**config.mk**
```make
export PLATFORM = sky130hd
export DESIGN_NAME = branch_comparator_flat
export DESIGN_NICKNAME = d
export VERILOG_FILES = /design/src/rtl/branch_comparator_if.sv /design/src/rtl/branch_comparator.sv /design/src/flat_wrapper.sv
export SDC_FILE = /design/constraint.sdc
export NUM_CORES = 1
export LEC_CHECK = 0
export CORE_UTILIZATION = 20
export CTS_CLUSTER_SIZE = 20
export DETAILED_ROUTE_END_ITERATION = 7
export GPL_TIMING_DRIVEN = 0
export PLACE_DENSITY = 0.79
export RECOVER_POWER = 50
export SLEW_MARGIN = 20
export SYNTH_ARGS = -nofsm -noshare
export SYNTH_HDL_FRONTEND = slang
export SYNTH_SLANG_ARGS = --single-unit
```
**constraint.sdc**
```tcl
create_clock -name clk -period 1.2 [get_ports clk]
set_input_delay 0.12 -clock clk [delete_from_list [all_inputs] [get_ports clk]]
set_output_delay 0.12 -clock clk [all_outputs]
set_load 0.01 [all_outputs]
```
**src/rtl/branch_comparator_if.sv**
```systemverilog
// Operand, decode-select and result bundle for the ID-stage branch comparator.
// The BRANCH_EXT_EN macro adds the BLT/BGE/BLTU/BGEU selects and the lt/ltu flags.
interface branch_comparator_if #(
   parameter int WIDTH = 32
);
   logic [WIDTH-1:0] A;
   logic [WIDTH-1:0] B;
   logic             BEQ;
   logic             BNE;
`ifdef BRANCH_EXT_EN
   logic             BLT;
   logic             BGE;
   logic             BLTU;
   logic             BGEU;
   logic             lt;
   logic             ltu;
`endif
   logic             branch;
   logic             branch_q;
   logic             eq;
   logic             illegal;

`ifdef BRANCH_EXT_EN
   modport master (
      output A, B, BEQ, BNE, BLT, BGE, BLTU, BGEU,
      input  branch, branch_q, eq, illegal, lt, ltu
   );
   modport slave (
      input  A, B, BEQ, BNE, BLT, BGE, BLTU, BGEU,
      output branch, branch_q, eq, illegal, lt, ltu
   );
`else
   modport master (
      output A, B, BEQ, BNE,
      input  branch, branch_q, eq, illegal
   );
   modport slave (
      input  A, B, BEQ, BNE,
      output branch, branch_q, eq, illegal
   );
`endif
endinterface

```
**src/rtl/branch_comparator.sv**
```systemverilog
// ID-stage branch resolver: combinational branch/eq/illegal plus a registered branch_q.
// Optional macro BRANCH_EXT_EN adds signed/unsigned less-than conditions.
module branch_comparator #(
   parameter int WIDTH = 32
) (
   input  logic               clk,
   input  logic               rst_n,
   branch_comparator_if.slave bus
);

`ifdef BRANCH_EXT_EN
   localparam int NSEL = 6;
`else
   localparam int NSEL = 2;
`endif
   localparam logic [NSEL-1:0] SEL_ONE = NSEL'(1);

   logic            eq;
   logic [NSEL-1:0] sel_raw;
   logic [NSEL-1:0] sel;
   logic [NSEL-1:0] hit;
   logic            multi;
   logic            branch;
   logic            branch_d;
   logic            branch_q;

   assign eq = (bus.A == bus.B);

`ifdef BRANCH_EXT_EN
   logic lt;
   logic ltu;
   assign lt      = ($signed(bus.A) < $signed(bus.B));
   assign ltu     = (bus.A < bus.B);
   assign sel_raw = {bus.BGEU, bus.BLTU, bus.BGE, bus.BLT, bus.BNE, bus.BEQ};
   assign hit     = {~ltu, ltu, ~lt, lt, ~eq, eq};
   assign bus.lt  = lt;
   assign bus.ltu = ltu;
`else
   assign sel_raw = {bus.BNE, bus.BEQ};
   assign hit     = {~eq, eq};
`endif

   // An unknown select must never redirect fetch, so only a clean 1 counts.
   generate
      for (genvar gi = 0; gi < NSEL; gi++) begin : g_sel
         assign sel[gi] = (sel_raw[gi] === 1'b1);
      end
   endgenerate

   always_comb begin
      multi    = 1'b0;
      branch   = 1'b0;
      branch_d = 1'b0;
      // Clearing the lowest set bit leaves something only if two or more were set.
      multi    = |(sel & (sel - SEL_ONE));
      branch   = ~multi & (|(sel & hit));
      branch_d = branch;
   end

   always_ff @(posedge clk or negedge rst_n) begin
      if (!rst_n) begin
         branch_q <= 1'b0;
      end else begin
         branch_q <= branch_d;
      end
   end

   assign bus.eq       = eq;
   assign bus.illegal  = multi;
   assign bus.branch   = branch;
   assign bus.branch_q = branch_q;

endmodule

```
**src/flat_wrapper.sv**
```systemverilog
// flat-port wrapper written by rule: the top's interface ports become plain ports
module branch_comparator_flat 
#(
   parameter int WIDTH = 32
)
  (clk, rst_n, bus_A, bus_B, bus_BEQ, bus_BNE, bus_branch, bus_branch_q, bus_eq, bus_illegal);
  branch_comparator_if #(.WIDTH(WIDTH)) bus_i ();
  input  logic clk;
  input  logic rst_n;
  input wire logic [$bits(bus_i.A)-1:0] bus_A;
  input wire logic [$bits(bus_i.B)-1:0] bus_B;
  input wire logic [$bits(bus_i.BEQ)-1:0] bus_BEQ;
  input wire logic [$bits(bus_i.BNE)-1:0] bus_BNE;
  output wire logic [$bits(bus_i.branch)-1:0] bus_branch;
  output wire logic [$bits(bus_i.branch_q)-1:0] bus_branch_q;
  output wire logic [$bits(bus_i.eq)-1:0] bus_eq;
  output wire logic [$bits(bus_i.illegal)-1:0] bus_illegal;
  assign bus_i.A = bus_A;
  assign bus_i.B = bus_B;
  assign bus_i.BEQ = bus_BEQ;
  assign bus_i.BNE = bus_BNE;
  assign bus_branch = bus_i.branch;
  assign bus_branch_q = bus_i.branch_q;
  assign bus_eq = bus_i.eq;
  assign bus_illegal = bus_i.illegal;
  branch_comparator #(.WIDTH(WIDTH)) u_core (.clk(clk), .rst_n(rst_n), .bus(bus_i));
endmodule
```
; ---- Yosys cells after proc, flatten, opt, wreduce, memory -nomap -nowiden
; Cells that the tools add are included.
[totals]
reg_bits = 1
output_inout_bits = 4
[classes]
add_sub_neg = 1
eq_ne = 3
n_bitwise = 5
n_reduce_logical = 2
[op_table]
columns = op, count
row1 = 32-bit equality test, 1
row2 = 2-bit AND, 2
row3 = 2-bit OR reduction, 2
row4 = 1-bit case equality test (second input constant), 2
row5 = 1-bit NOT, 2
row6 = 2-bit by 1-bit subtractor with 2-bit output (second input constant), 1
row7 = 1-bit AND, 1

; ---- Logic depth before layout (Yosys ltp)
; Gate-level depths: netlist (run 1).
[depth]
ltp_word = 6
ltp_mapped = 5
mapped_depth_nobuf = 5

; ---- Worst setup path before layout (run 1)
; Ideal clock, no wire load.
[synth_path]
path_kind = input -> register
from = input bus_B[1]
to = register u_core.branch_q (netlist: u_core.bus.branch_q)
setup_time_ns = 0.126
t_arrival_ns = 1.177
setup_slack_ns = -0.103
path_stages = 5
path_buffers = 0
cell_sequence = xor2_1 nor4_1 nand4_1 nor2_2 mux2i_1
[synth_via]
elab_chain_len = 5
[synth_lines]
columns = item, line
row1 = "start, declared", flat_wrapper.sv:11  ; input wire logic [$bits(bus_i.B)-1:0] bus_B;
row2 = 32-bit equality test (*), branch_comparator.sv:27  ; assign eq = (bus.A == bus.B);
row3 = named net bus_eq, flat_wrapper.sv:16  ; output wire logic [$bits(bus_i.eq)-1:0] bus_eq;
row4 = 1-bit NOT, branch_comparator.sv:40  ; assign hit = {~eq, eq};
row5 = 2-bit AND (*), branch_comparator.sv:56  ; branch = ~multi & (|(sel & hit));
row6 = 2-bit OR reduction (*), branch_comparator.sv:56
row7 = 1-bit AND (*), branch_comparator.sv:56
row8 = named net bus_branch, flat_wrapper.sv:14  ; output wire logic [$bits(bus_i.branch)-1:0] bus_branch;
row9 = "end signal, assigned", branch_comparator.sv:64  ; branch_q <= branch_d;
row10 = "end, declared", branch_comparator.sv:25  ; logic branch_q;
; Mark *: on every way through the listed nets, which the timed path passes. The rest lies on a longest branch.

; ---- Final worst setup path (run 1)
[layout_path]
from = input bus_B[14]
to = output bus_branch
[layout_via]
elab_chain_len = 5
[layout_lines]
columns = item, line
row1 = 32-bit equality test (*), branch_comparator.sv:27
row2 = 1-bit NOT, branch_comparator.sv:40
row3 = 2-bit AND (*), branch_comparator.sv:56
row4 = 2-bit OR reduction (*), branch_comparator.sv:56
row5 = 1-bit AND (*), branch_comparator.sv:56
row6 = "end, declared", flat_wrapper.sv:14
; Every way passes the cells marked *; elsewhere a longest branch is shown, timed or not.

==> results of run 1 <==
-- area by class of cell --
cell class                 instances  area share
timing repair buffer              72       0.508
multi-input combinational         47       0.435
sequential                         1      0.0255
tap                               25      0.0319
-- layer usage --
metal	global-route usage	up-vias
met5	0	-
met4	0	0
met3	0.00769	0
met2	0.336	27
met1	0.158	263
li1	-	310
-- cells by family after synthesis --
| family | Yosys count | synth area share |
|---|---|---|
| flops | 1 | 0.0621 |
| simple gates | 14 | 0.217 |
| xor+xnor | 32 | 0.696 |
| mux | 1 | 0.0248 |
-- cell usage after synthesis --
cell	n	area (µm²)
nand4_1	2	12.5
mux2i_1	1	10.0
nor2_2	1	6.26
nand2b_1	2	12.5
nor4_1	8	50.1
xor2_1	32	280
and2_1	1	6.26
dfrtp_1	1	25.0
-- what timing repair did --
action | CTS | global route
gates resized for setup | 185 | 27
setup endpoints to repair | 4 | 3
buffers inserted | 1 | 0
pin swaps | 40 | 18
-- worst max path at each step --
stage,endpoint
finish,bus_branch
global route,bus_branch
CTS,bus_branch
detailed placement,bus_branch
global placement,bus_branch
floorplan,bus_branch
-- power breakdown --
part | switching [mW] | internal (mW)
Clock | 0 | 0
Combinational | 0.107 | 0.172
Sequential | 0.000504 | 0.0360
-- through the flow --
| step | cells | setup slack (ns) | power [mW] |
|---|---|---|---|
| finish | 145 | -0.294 | 0.315 |
| detailed placement | 144 | -1.14 | 0.380 |
| CTS | 145 | -0.336 | 0.309 |
| global route | 145 | -0.389 | 0.342 |
| global placement | 144 | -1.08 | 0.371 |
| floorplan | 48 | -0.0795 | 0.121 |
==> metrics, run 1 <==
Critical Path Source=bus_B[14]; maximum number of pins on one net before global-route repair=4; status=finished with violations; count of warnings emitted by yosys=0; cell depth of the worst setup path=7; Least-Margin Pin Slew=0.247 ns; maximum vdd ir drop=0.000148 V; RSZ-0062 raised after global routing=yes; portion of the clock cycle consumed by the worst path in the final layout=1.25; Top reg by flops=u_core.bus.branch_q; Die Wd=46.9 µm; number of port buffers=71; via density per instance=4.14; Buffers & Inverters on Critical Path=2; Fill cells=208; 1st-pass router iterations=3; highest layer used for signal routing=met3; via total after detailed routing=600; cell with the largest stage delay on the worst path=nor4_2; summed negative setup slack over all endpoints=-0.700 ns; Hold WS=0.339 ns; area added between synthesis and finish=143%; multi-input gate area in the final layout=427 µm²; antenna violations before repair=0; min-delay worst type=input pin to async pin; Critical Path AT=1.37 ns; number of nets with antenna violations after detailed routing=0; HPWL after DPL=1520 µm; DRT met1 WL=548 µm; maximum achievable frequency=669 MHz; Finished Core Util=0.544; Die H=46.9 µm; number of instances in the synthesized netlist=48; met3 wire length=106 µm; setup ws final=-0.294 ns; global routing usage summed across all routing layers=0.151; total met2 wirelength after detailed routing=998 µm; CP Data Required Time=1.08 ns; category of the worst setup path capture point=primary output; syn_nets=116; Final Net Count=190; type of the setup path with the least slack=input pin to primary output; sequential cell area=25.0 µm²; site row count=15; instance area after placement=0.00115 mm²; largest fanout on the critical path=2; average footprint of a synthesized cell=8.39 µm²; Slew headroom=0.834; Max Cap Viol=0; static leakage=0.487 nW; top flop regs=u_core.bus.branch_q (1); DRC viols=0; Core ar.=0.00180 mm²; category of cells accounting for the largest share of critical-path delay=simple AND/OR/NAND/NOR gates; first-pass GRT wire length=2520 µm; number of buffers added to fix hold violations after cts=0; element type at the critical path start=input pin; count of antenna diodes in the layout=0; post-synthesis instance area=403 µm²; max FFs per register=1; number of hold-slack violations in the final timing report=0; number of global-route vias before repair=658; WL/cell=11.4 µm; commonest cells after routing, fill and taps aside=xor2_1, buf_2, clkbuf_2; number of distinct library cells after synthesis=8; total grt overflow=0; power per cell area=322 mW/mm²; I/O pin cnt=72; Detailed Route WL=1650 µm; count of routing violations after the opening detailed-route iteration=2; effective utilization at floorplan=0.224; Final GP Congestion=0.620; post-route cell area=981 µm²; Setup-failing EPs final=3; number of max-slew violations in the final report=0; crit path cell chain=buf_6 > xor2_1 > nor4_2 > nand4_1 > nor2_2 > mux2i_2 > buf_2; final worst path period need=1.49 ns; fraction of the yosys area taken by sequential cells=0.0621; failing checks=negative setup slack; layout cell share with drive strength beyond 1=0.517; largest stage delay on the critical path=0.30 ns; die outline area=0.00220 mm²; Clk pin slew, worst setup/hold paths=0 ns; FF+latch count, synth=1
Power figures use the tool's default switching activity.
==> inputs of run 2 (changes only) <==
==> constraint.sdc (replaced) <==
create_clock -name clk -period 1.2 [get_ports clk]
set_input_delay 0.24 -clock clk [delete_from_list [all_inputs] [get_ports clk]]
set_output_delay 0.24 -clock clk [all_outputs]
set_load 0.01 [all_outputs]
==> metrics, run 2 (synthesized netlist as in run 1, its figures left out) <==
1st-pass router iterations=3 (unchanged); summed negative setup slack over all endpoints=-1.30 ns (-0.600 ns); setup ws final=-0.534 ns (-0.240 ns); power per cell area=321 mW/mm² (-0.27%); top flop regs=u_core.bus.branch_q (1); number of global-route vias before repair=658 (unchanged); Core ar.=0.00180 mm² (unchanged); portion of the clock cycle consumed by the worst path in the final layout=1.45 (+0.200); first-pass GRT wire length=2520 µm (unchanged); sequential share of power=0.117 (about the same); Detailed Route WL=1660 µm (about the same); RSZ-0062 raised after global routing=yes; largest fanout on the critical path=2 (unchanged); failing checks=negative setup slack; maximum number of pins on one net before global-route repair=4 (unchanged); via density per instance=4.13 (-0.17%); WL/cell=11.4 µm (about the same); reported net switching power=0.108 mW (about the same); maximum vdd ir drop=0.000148 V (about the same); Max Cap Viol=0 (unchanged); via total after detailed routing=599 (-0.17%); Top reg by flops=u_core.bus.branch_q; Critical Path AT=1.49 ns (+0.12 ns); number of nets with antenna violations after detailed routing=0 (unchanged); max FFs per register=1 (unchanged); effective utilization at floorplan=0.224 (unchanged); site row count=15 (unchanged); HPWL after DPL=1520 µm (unchanged); number of hold-slack violations in the final timing report=0 (unchanged); Die H=46.9 µm (unchanged); Clk pin slew, worst setup/hold paths=0 ns (unchanged); antenna violations before repair=0 (unchanged); status=finished with violations; final worst path period need=1.73 ns (+0.240 ns); Setup-failing EPs final=3 (unchanged); placed insts=144 (unchanged); min-delay worst type=input pin to async pin; number of max-slew violations in the final report=0 (unchanged); combinational group share of total power=0.883 (about the same); CP Data Required Time=0.96 ns (-0.12 ns); Final Power=0.313 mW (-0.91%); layout cell share with drive strength beyond 1=0.525 (+0.00833); Hold WS=0.459 ns (+0.120 ns); global routing usage summed across all routing layers=0.151 (unchanged); cell-internal power=0.205 mW (-1.4%); count of routing violations after the opening detailed-route iteration=2 (unchanged); Finished Layout Cells=145 (unchanged); Net Sw Frac=0.345 (+0.00318); Least-Margin Pin Slew=0.247 ns (unchanged); Placement Setup Slack=-1.38 ns (-0.240 ns); most common library cell in the layout ignoring fill and taps=buf_2; commonest cells after routing, fill and taps aside=buf_2, xor2_1, clkbuf_2; Slew headroom=0.834 (unchanged); maximum achievable frequency=577 MHz (-14%); count of antenna diodes in the layout=0 (unchanged); Final Net Count=190 (unchanged); Final GP Congestion=0.620 (unchanged); static leakage=0.488 nW (+0.14%); category of the worst setup path capture point=primary output; total grt overflow=0 (unchanged); Die Wd=46.9 µm (unchanged); type of the setup path with the least slack=input pin to primary output; DRC viols=0 (unchanged); I/O pin cnt=72 (unchanged); area added between synthesis and finish=142%; die outline area=0.00220 mm² (unchanged); number of port buffers=71 (unchanged); clock share of power=0 (unchanged); element type at the critical path start=input pin
## run 2: cell types whose count changed in the layout (fill, tap and decap cells not counted)
cell,before,now
buf_2,31,32
clkdlybuf4s50_1,3,1
dlygate4sd2_1,3,4
## run 2: final cells by class
cell class | instances | area [µm²]
fill | 210 | 827
timing repair buffer | 72 | 492
multi-input combinational | 47 | 427
tap | 25 | 31.3
sequential | 1 | 25.0
## run 2: worst max-delay path: stages
cell and delay (ns):
buf_6 0.09, xor2_1 0.15, nor4_2 0.30, nand4_1 0.14, nor2_2 0.17, mux2i_2 0.23, buf_2 0.16
## run 2: how the worst max path moves through the flow
stage | endpoint | depth (start not counted) | from
floorplan | bus_branch | 5 | bus_B[1]
global placement | bus_branch | 7 | bus_B[25]
detailed placement | bus_branch | 7 | bus_B[17]
CTS | bus_branch | 7 | bus_A[4]
global route | bus_branch | 7 | bus_B[14]
finish | bus_branch | 7 | bus_B[14]
## run 2: repair_timing
item,CTS,global route
endpoints found under the setup margin,4,3
pin swaps,40,18
hold buffers,0,0
buffers inserted,1,0
resized for setup,190,27
## run 2: metrics by stage
step	cell area [µm²]	utilization
6_report	975	0.541
4_1_cts	987	0.548
5_1_grt	975	0.541
2_1_floorplan	407	-
3_5_place_dp	1150	0.638
3_3_place_gp	1150	0.638
## run 2: power by group through the flow
stage | combinational, mW | sequential (mW) | clock (mW)
5_1_grt | 0.302 | 0.0366 | 0
6_report | 0.276 | 0.0365 | 0
3_3_place_gp | 0.334 | 0.0365 | 0
3_5_place_dp | 0.343 | 0.0368 | 0
2_1_floorplan | 0.0837 | 0.0374 | 0
4_1_cts | 0.270 | 0.0366 | 0
## run 2: per-layer routing
layer  part of all wire  track usage  vias up
met4                  0            0        0
met3              0.063      0.00769        0
li1                   -            -      310
met2               0.60        0.336       27
met1               0.33        0.158      262
met5                  0            0        -
